==> config.mk <==
export PLATFORM = sky130hd
export DESIGN_NAME = countdown_timer_mmss
export DESIGN_NICKNAME = d
export VERILOG_FILES = /design/src/rtl/countdown_timer_mmss.sv
export SDC_FILE = /design/constraint.sdc
export NUM_CORES = 1
export LEC_CHECK = 0
export CAP_MARGIN = 20
export CORE_ASPECT_RATIO = 2
export CORE_MARGIN = 2
export CORE_UTILIZATION = 37
export CTS_BUF_LIST = sky130_fd_sc_hd__clkbuf_8 sky130_fd_sc_hd__clkbuf_16
export DETAILED_ROUTE_END_ITERATION = 6
export GPL_TIMING_DRIVEN = 0
export PLACE_DENSITY = 0.76
export SYNTH_ARGS = -nofsm -noshare
export SYNTH_HDL_FRONTEND = slang
export SYNTH_SLANG_ARGS = --single-unit
==> constraint.sdc <==
create_clock -name clk -period 2.14 [get_ports clk]
set_input_delay 0.535 -clock clk [delete_from_list [all_inputs] [get_ports clk]]
set_output_delay 0.535 -clock clk [all_outputs]
set_load 0.03 [all_outputs]
==> src/rtl/countdown_timer_mmss.sv <==
// countdown_timer_mmss: mm:ss down-counter paced by a shared 1 Hz tick strobe.
// Latency: every effect is registered and appears one cycle after its cause.
// Backpressure: none; control pulses are consumed in the cycle they arrive.
//
// Ports:
//   clk, rst_n                 clock, synchronous active-low reset
//   tick                       1 Hz strobe, counted only while running
//   load, load_min, load_sec   capture a preset (rejected if out of range)
//   start, stop, clear         control pulses (priority: clear > load > stop > start > tick)
//   minutes, seconds           current count
//   running, expired           state flags (RUN, DONE)
//   expire_pulse, load_err     one-cycle event strobes
//
// Build option: define COUNTDOWN_AUTO_RELOAD_EN to reload the preset on expiry
// and keep running instead of stopping in DONE.
module countdown_timer_mmss #(
  parameter int MAX_MIN = 99
) (
  input  logic       clk,
  input  logic       rst_n,
  input  logic       tick,
  input  logic       load,
  input  logic [6:0] load_min,
  input  logic [5:0] load_sec,
  input  logic       start,
  input  logic       stop,
  input  logic       clear,
  output logic [6:0] minutes,
  output logic [5:0] seconds,
  output logic       running,
  output logic       expired,
  output logic       expire_pulse,
  output logic       load_err
);

  typedef enum logic [1:0] {S_IDLE, S_RUN, S_PAUSE, S_DONE} state_t;

  localparam logic [6:0] MaxMin = 7'(MAX_MIN);

  state_t     state_q, state_d;
  logic [6:0] min_q, min_d;
  logic [5:0] sec_q, sec_d;
  logic       run_q, run_d;
  logic       exp_q, exp_d;
  logic       ep_q, ep_d;
  logic       le_q, le_d;

  logic load_ok;
  logic at_one;
  logic count_zero;

  assign load_ok    = (load_sec <= 6'd59) && (load_min <= MaxMin);
  assign at_one     = (min_q == 7'd0) && (sec_q == 6'd1);
  assign count_zero = (min_q == 7'd0) && (sec_q == 6'd0);

`ifdef COUNTDOWN_AUTO_RELOAD_EN
  // The preset is only observable through the reload path.
  logic [6:0] pmin_q, pmin_d;
  logic [5:0] psec_q, psec_d;
  logic       preset_zero;
  assign preset_zero = (pmin_q == 7'd0) && (psec_q == 6'd0);
`endif

  always_comb begin
    state_d = state_q;
    min_d   = min_q;
    sec_d   = sec_q;
    ep_d    = 1'b0;
    le_d    = 1'b0;
`ifdef COUNTDOWN_AUTO_RELOAD_EN
    pmin_d  = pmin_q;
    psec_d  = psec_q;
`endif

    if (clear) begin
      state_d = S_IDLE;
      min_d   = 7'd0;
      sec_d   = 6'd0;
`ifdef COUNTDOWN_AUTO_RELOAD_EN
      pmin_d  = 7'd0;
      psec_d  = 6'd0;
`endif
    end else if (load) begin
      if (load_ok) begin
        state_d = S_IDLE;
        min_d   = load_min;
        sec_d   = load_sec;
`ifdef COUNTDOWN_AUTO_RELOAD_EN
        pmin_d  = load_min;
        psec_d  = load_sec;
`endif
      end else begin
        le_d = 1'b1;
      end
    end else if (stop) begin
      if (state_q == S_RUN) state_d = S_PAUSE;
    end else if (start) begin
      // A tick in the same cycle is deliberately dropped: counting begins
      // with the first tick seen after RUN is entered.
      if ((state_q == S_PAUSE) || ((state_q == S_IDLE) && !count_zero)) begin
        state_d = S_RUN;
      end
    end else if (tick && (state_q == S_RUN)) begin
      if (sec_q != 6'd0) begin
        sec_d = sec_q - 6'd1;
      end else if (min_q != 7'd0) begin
        // Borrow: taken only when minutes > 0, so minutes never wraps.
        min_d = min_q - 7'd1;
        sec_d = 6'd59;
      end
      if (at_one) begin
        ep_d = 1'b1;
`ifdef COUNTDOWN_AUTO_RELOAD_EN
        if (!preset_zero) begin
          min_d = pmin_q;
          sec_d = psec_q;
        end else begin
          state_d = S_DONE;
        end
`else
        state_d = S_DONE;
`endif
      end
    end

    run_d = (state_d == S_RUN);
    exp_d = (state_d == S_DONE);
  end

  always_ff @(posedge clk) begin
    if (!rst_n) begin
      state_q <= S_IDLE;
      min_q   <= 7'd0;
      sec_q   <= 6'd0;
      run_q   <= 1'b0;
      exp_q   <= 1'b0;
      ep_q    <= 1'b0;
      le_q    <= 1'b0;
    end else begin
      state_q <= state_d;
      min_q   <= min_d;
      sec_q   <= sec_d;
      run_q   <= run_d;
      exp_q   <= exp_d;
      ep_q    <= ep_d;
      le_q    <= le_d;
    end
  end

`ifdef COUNTDOWN_AUTO_RELOAD_EN
  always_ff @(posedge clk) begin
    if (!rst_n) begin
      pmin_q <= 7'd0;
      psec_q <= 6'd0;
    end else begin
      pmin_q <= pmin_d;
      psec_q <= psec_d;
    end
  end
`endif

  assign minutes      = min_q;
  assign seconds      = sec_q;
  assign running      = run_q;
  assign expired      = exp_q;
  assign expire_pulse = ep_q;
  assign load_err     = le_q;

endmodule

==> impl_metrics.csv <==
group,metric,value,unit
sta,clock_skew,0.00573,ns
synth,synthTopCellsByArea,"dfxtp_1, a21oi_1, nor2_1",
sta,whs,0.496,ns
floorplanning,initial_core_util,38.5,%
global_route,grt_pass1_vias,1297,
sta,hold_violations,0,
route,wirelength,3.66,mm
synth,async_flop_share,0,%
sta,period_share,95.2,%
placed_design,gp_congestion,0.865,
synth,synthSimpleGateAreaFrac,28.2,%
hold_path,hold_end,"minutes[6]",
global_route,grt_max_degree,11,
synth,synth_top_area_share,29.6,%
critical_path,crit_required,2.26,ns
finish,drive_gt1_share,13.6,%
power,pwr-share-seq,40.5,%
power,power_frac_comb,33.5,%
critical_path,r2r-end,"minutes[5]",
hold_path,hp-start,"minutes[6]",
synth,syn_inst,156,
floorplanning,core_area,0.00334,mm²
cts,htreeDepth,1,
route,vias,1349,
critical_path,r2r_slack,0.19,ns
placed_design,dpl.cell_count,224,
synth,avgSynthCellArea,8.24,µm²
cts,cts.sinks,19,
cts,tritoncts,"done",
cts,cts_buffers,3,
run,drv_cap,0,
synth,synth-compound-area-share,30.7,%
synth,yosys.area_share.xor_xnor,0,%
finish,nets,224,
status,status,"finished clean",
power,pwr-share-clk,26.0,%
power,p_per_area,537,mW/mm²
route,ant_nets,0,
synth,synth_area,0.00128,mm²
placed_design,port-buffer-count,36,
cts,cts-root-buf,"clkbuf_8",
power,vdd_drop_max,0.000314,V
sta,min_period,2.04,ns
finish,fin_cells,231,
synth,synth_flop_cell,"dfxtp_1",
sta,final-max-slew-violation-count,0,
synth,synth_warnings,0,
critical_path,end_kind,"flip-flop",
power,p_sw,0.317,mW
route,wl_per_cell,15.9,µm
critical_path,worstSetupPathType,"in2reg",
cts,cts_buffer_depth,2,
cts,cts_hold_buf,0,
sta,finalSetupViolations,0,
synth,yosysSeqAreaShare,29.6,%
critical_path,cp_max_fo,10,
placed_design,dp.final_hpwl,2.79,mm
route,drc,0,
floorplanning,io_pins,37,
global_route,antenna_found_initial,0,
floorplanning,die_y,87.3,µm
synth,yosysMostFrequentCell,"dfxtp_1",
floorplanning,rows,30,
global_route,grt_overflow,0,
floorplanning,die_w,45.7,µm
floorplanning,die_area,0.00399,mm²
critical_path,r2r-start,"seconds[0]",
route,avgViaCountPerCell,5.84,
sta,relSlewSlack,63.9,%
finish,multiInputGateArea,862,µm²
hold_path,hold_path_depth,2,
cts,path_clk_slew,0.07,ns
power,p_leak,0.646,nW
power,p_int,0.641,mW
global_route,grt_pass1_wl,5.82,mm
power,swShare,33.1,%
synth,muxShareOfSynthArea,2.34,%
finish,seqCellArea,380,µm²
finish,antenna_cells,0,
synth,synth_edf_count,0,
synth,synth.distinct_cells,46,
finish,fillers,329,
cts,clk-insertion-delay-late,0.26,ns
hold_path,min_path_type,"reg2reg",
sta,tightest_slew,0.540,ns
global_route,grt_use_total,19.7,%
route,first_pass_iters,4,
sta,fmax,491,MHz
synth,synth.net_count,180,
critical_path,cp_data_arrival_time,2.16,ns
critical_path,r2r_cells,7,
synth,yosysTopAreaCell,"dfxtp_1",
synth,synth_fa_ha_area_share,3.89,%
finish,syn_to_final_growth,38.8,%
route,drtIter0Drc,24,
synth,synth-seq-cells,19,
synth,yosys-top-cells-count,"dfxtp_1, nor2_1, a21oi_1",
synth,synth_top_family_by_area,"compound AO/OA/AOI/OAI gates",
critical_path,cp-start-kind,"input port",
cell usage in the layout (no fill, tap or decap), types with 4 or more instances in the layout:
cell	instances
clkdlybuf4s50_1	36
dfxtp_1	19
nand2_1	11
o31ai_1	6
nor4_1	4
nor2_1	15
nor2b_1	5
ha_1	4
inv_1	10
nor3_1	4
buf_4	4
a21oi_1	13
o21ai_0	5
nand2b_1	6
worst max-delay path: stages:
cell and delay (ns):
clkdlybuf4s50_1 0.58, buf_6 0.19, buf_6 0.16, buf_4 0.20, a21oi_1 0.06, o311ai_0 0.29, o31ai_1 0.14
worst max path at each step:
stage,from,endpoint,slack (ns),cells past startpoint
floorplan,seconds[0],minutes[0],0.16,7
global placement,load,minutes[0],-0.29,6
detailed placement,load,minutes[0],-0.28,6
CTS,load_min[3],minutes[5],0.07,6
global route,seconds[0],seconds[2],-0.02,7
finish,load,minutes[5],0.10,7
sequential cells by signal, indices dropped and copies added (netlist names):
signal,flops
expired,1
running,1
load_err,1
seconds,6
state_q,2
expire_pulse,1
minutes,7
cell type report:
class	instances	area share, %
Sequential cell	19	21.3
Inverter	9	1.89
Clock inverter	1	0.211
Multi-Input combinational cell	123	48.4
Clock buffer	3	2.32
Timing Repair Buffer	39	21.5
Buffer	5	2.18
Tap cell	32	2.25
per-layer routing:
metal	vias up	global-route usage (%)	wire length [µm]
met5	-	0	0
met4	0	10.7	61
met3	4	2.28	160
met2	38	36.1	2070
met1	633	20.0	1370
li1	674	-	-
kinds of logic (layout without fill, tap and decap cells):
| group | count (synthesis) | in the layout |
|---|---|---|
| flops | 19 | 19 |
| mux | 3 | 3 |
| simple gates | 62 | 62 |
| compound gates | 54 | 54 |
| buf+inv | 14 | 57 |
| fa+ha+maj | 4 | 4 |
what timing repair did:
item | 4_1_cts | 5_1_grt
gates resized for setup | 2 | 6
endpoints found under the setup margin | 2 | 9
buffers inserted | 0 | 3
pin swaps | 0 | 2
hold endpoints to repair | 0 | 0
power by group through the flow:
stage          Sequential [mW]  Clock (mW)  Combinational [mW]
2_1_floorplan            0.418           0               0.172
5_1_grt                  0.391       0.273               0.347
4_1_cts                  0.388       0.251               0.307
3_3_place_gp             0.395           0               0.302
3_5_place_dp             0.396           0               0.303
6_report                 0.388       0.249               0.321
through the flow:
stage | total power, mW | area [µm²] | setup WS (ns) | util, % | TNS [ns]
2_1_floorplan | 0.589 | 1280 | 0.162 | - | 0
3_3_place_gp | 0.698 | 1690 | -0.287 | 50.4 | -2.35
3_5_place_dp | 0.699 | 1690 | -0.284 | 50.4 | -2.40
5_1_grt | 1.01 | 1780 | -0.0175 | 53.4 | -0.0175
6_report | 0.958 | 1780 | 0.104 | 53.4 | 0
4_1_cts | 0.946 | 1740 | 0.0662 | 51.9 | 0
Power figures use the tool's default switching activity.
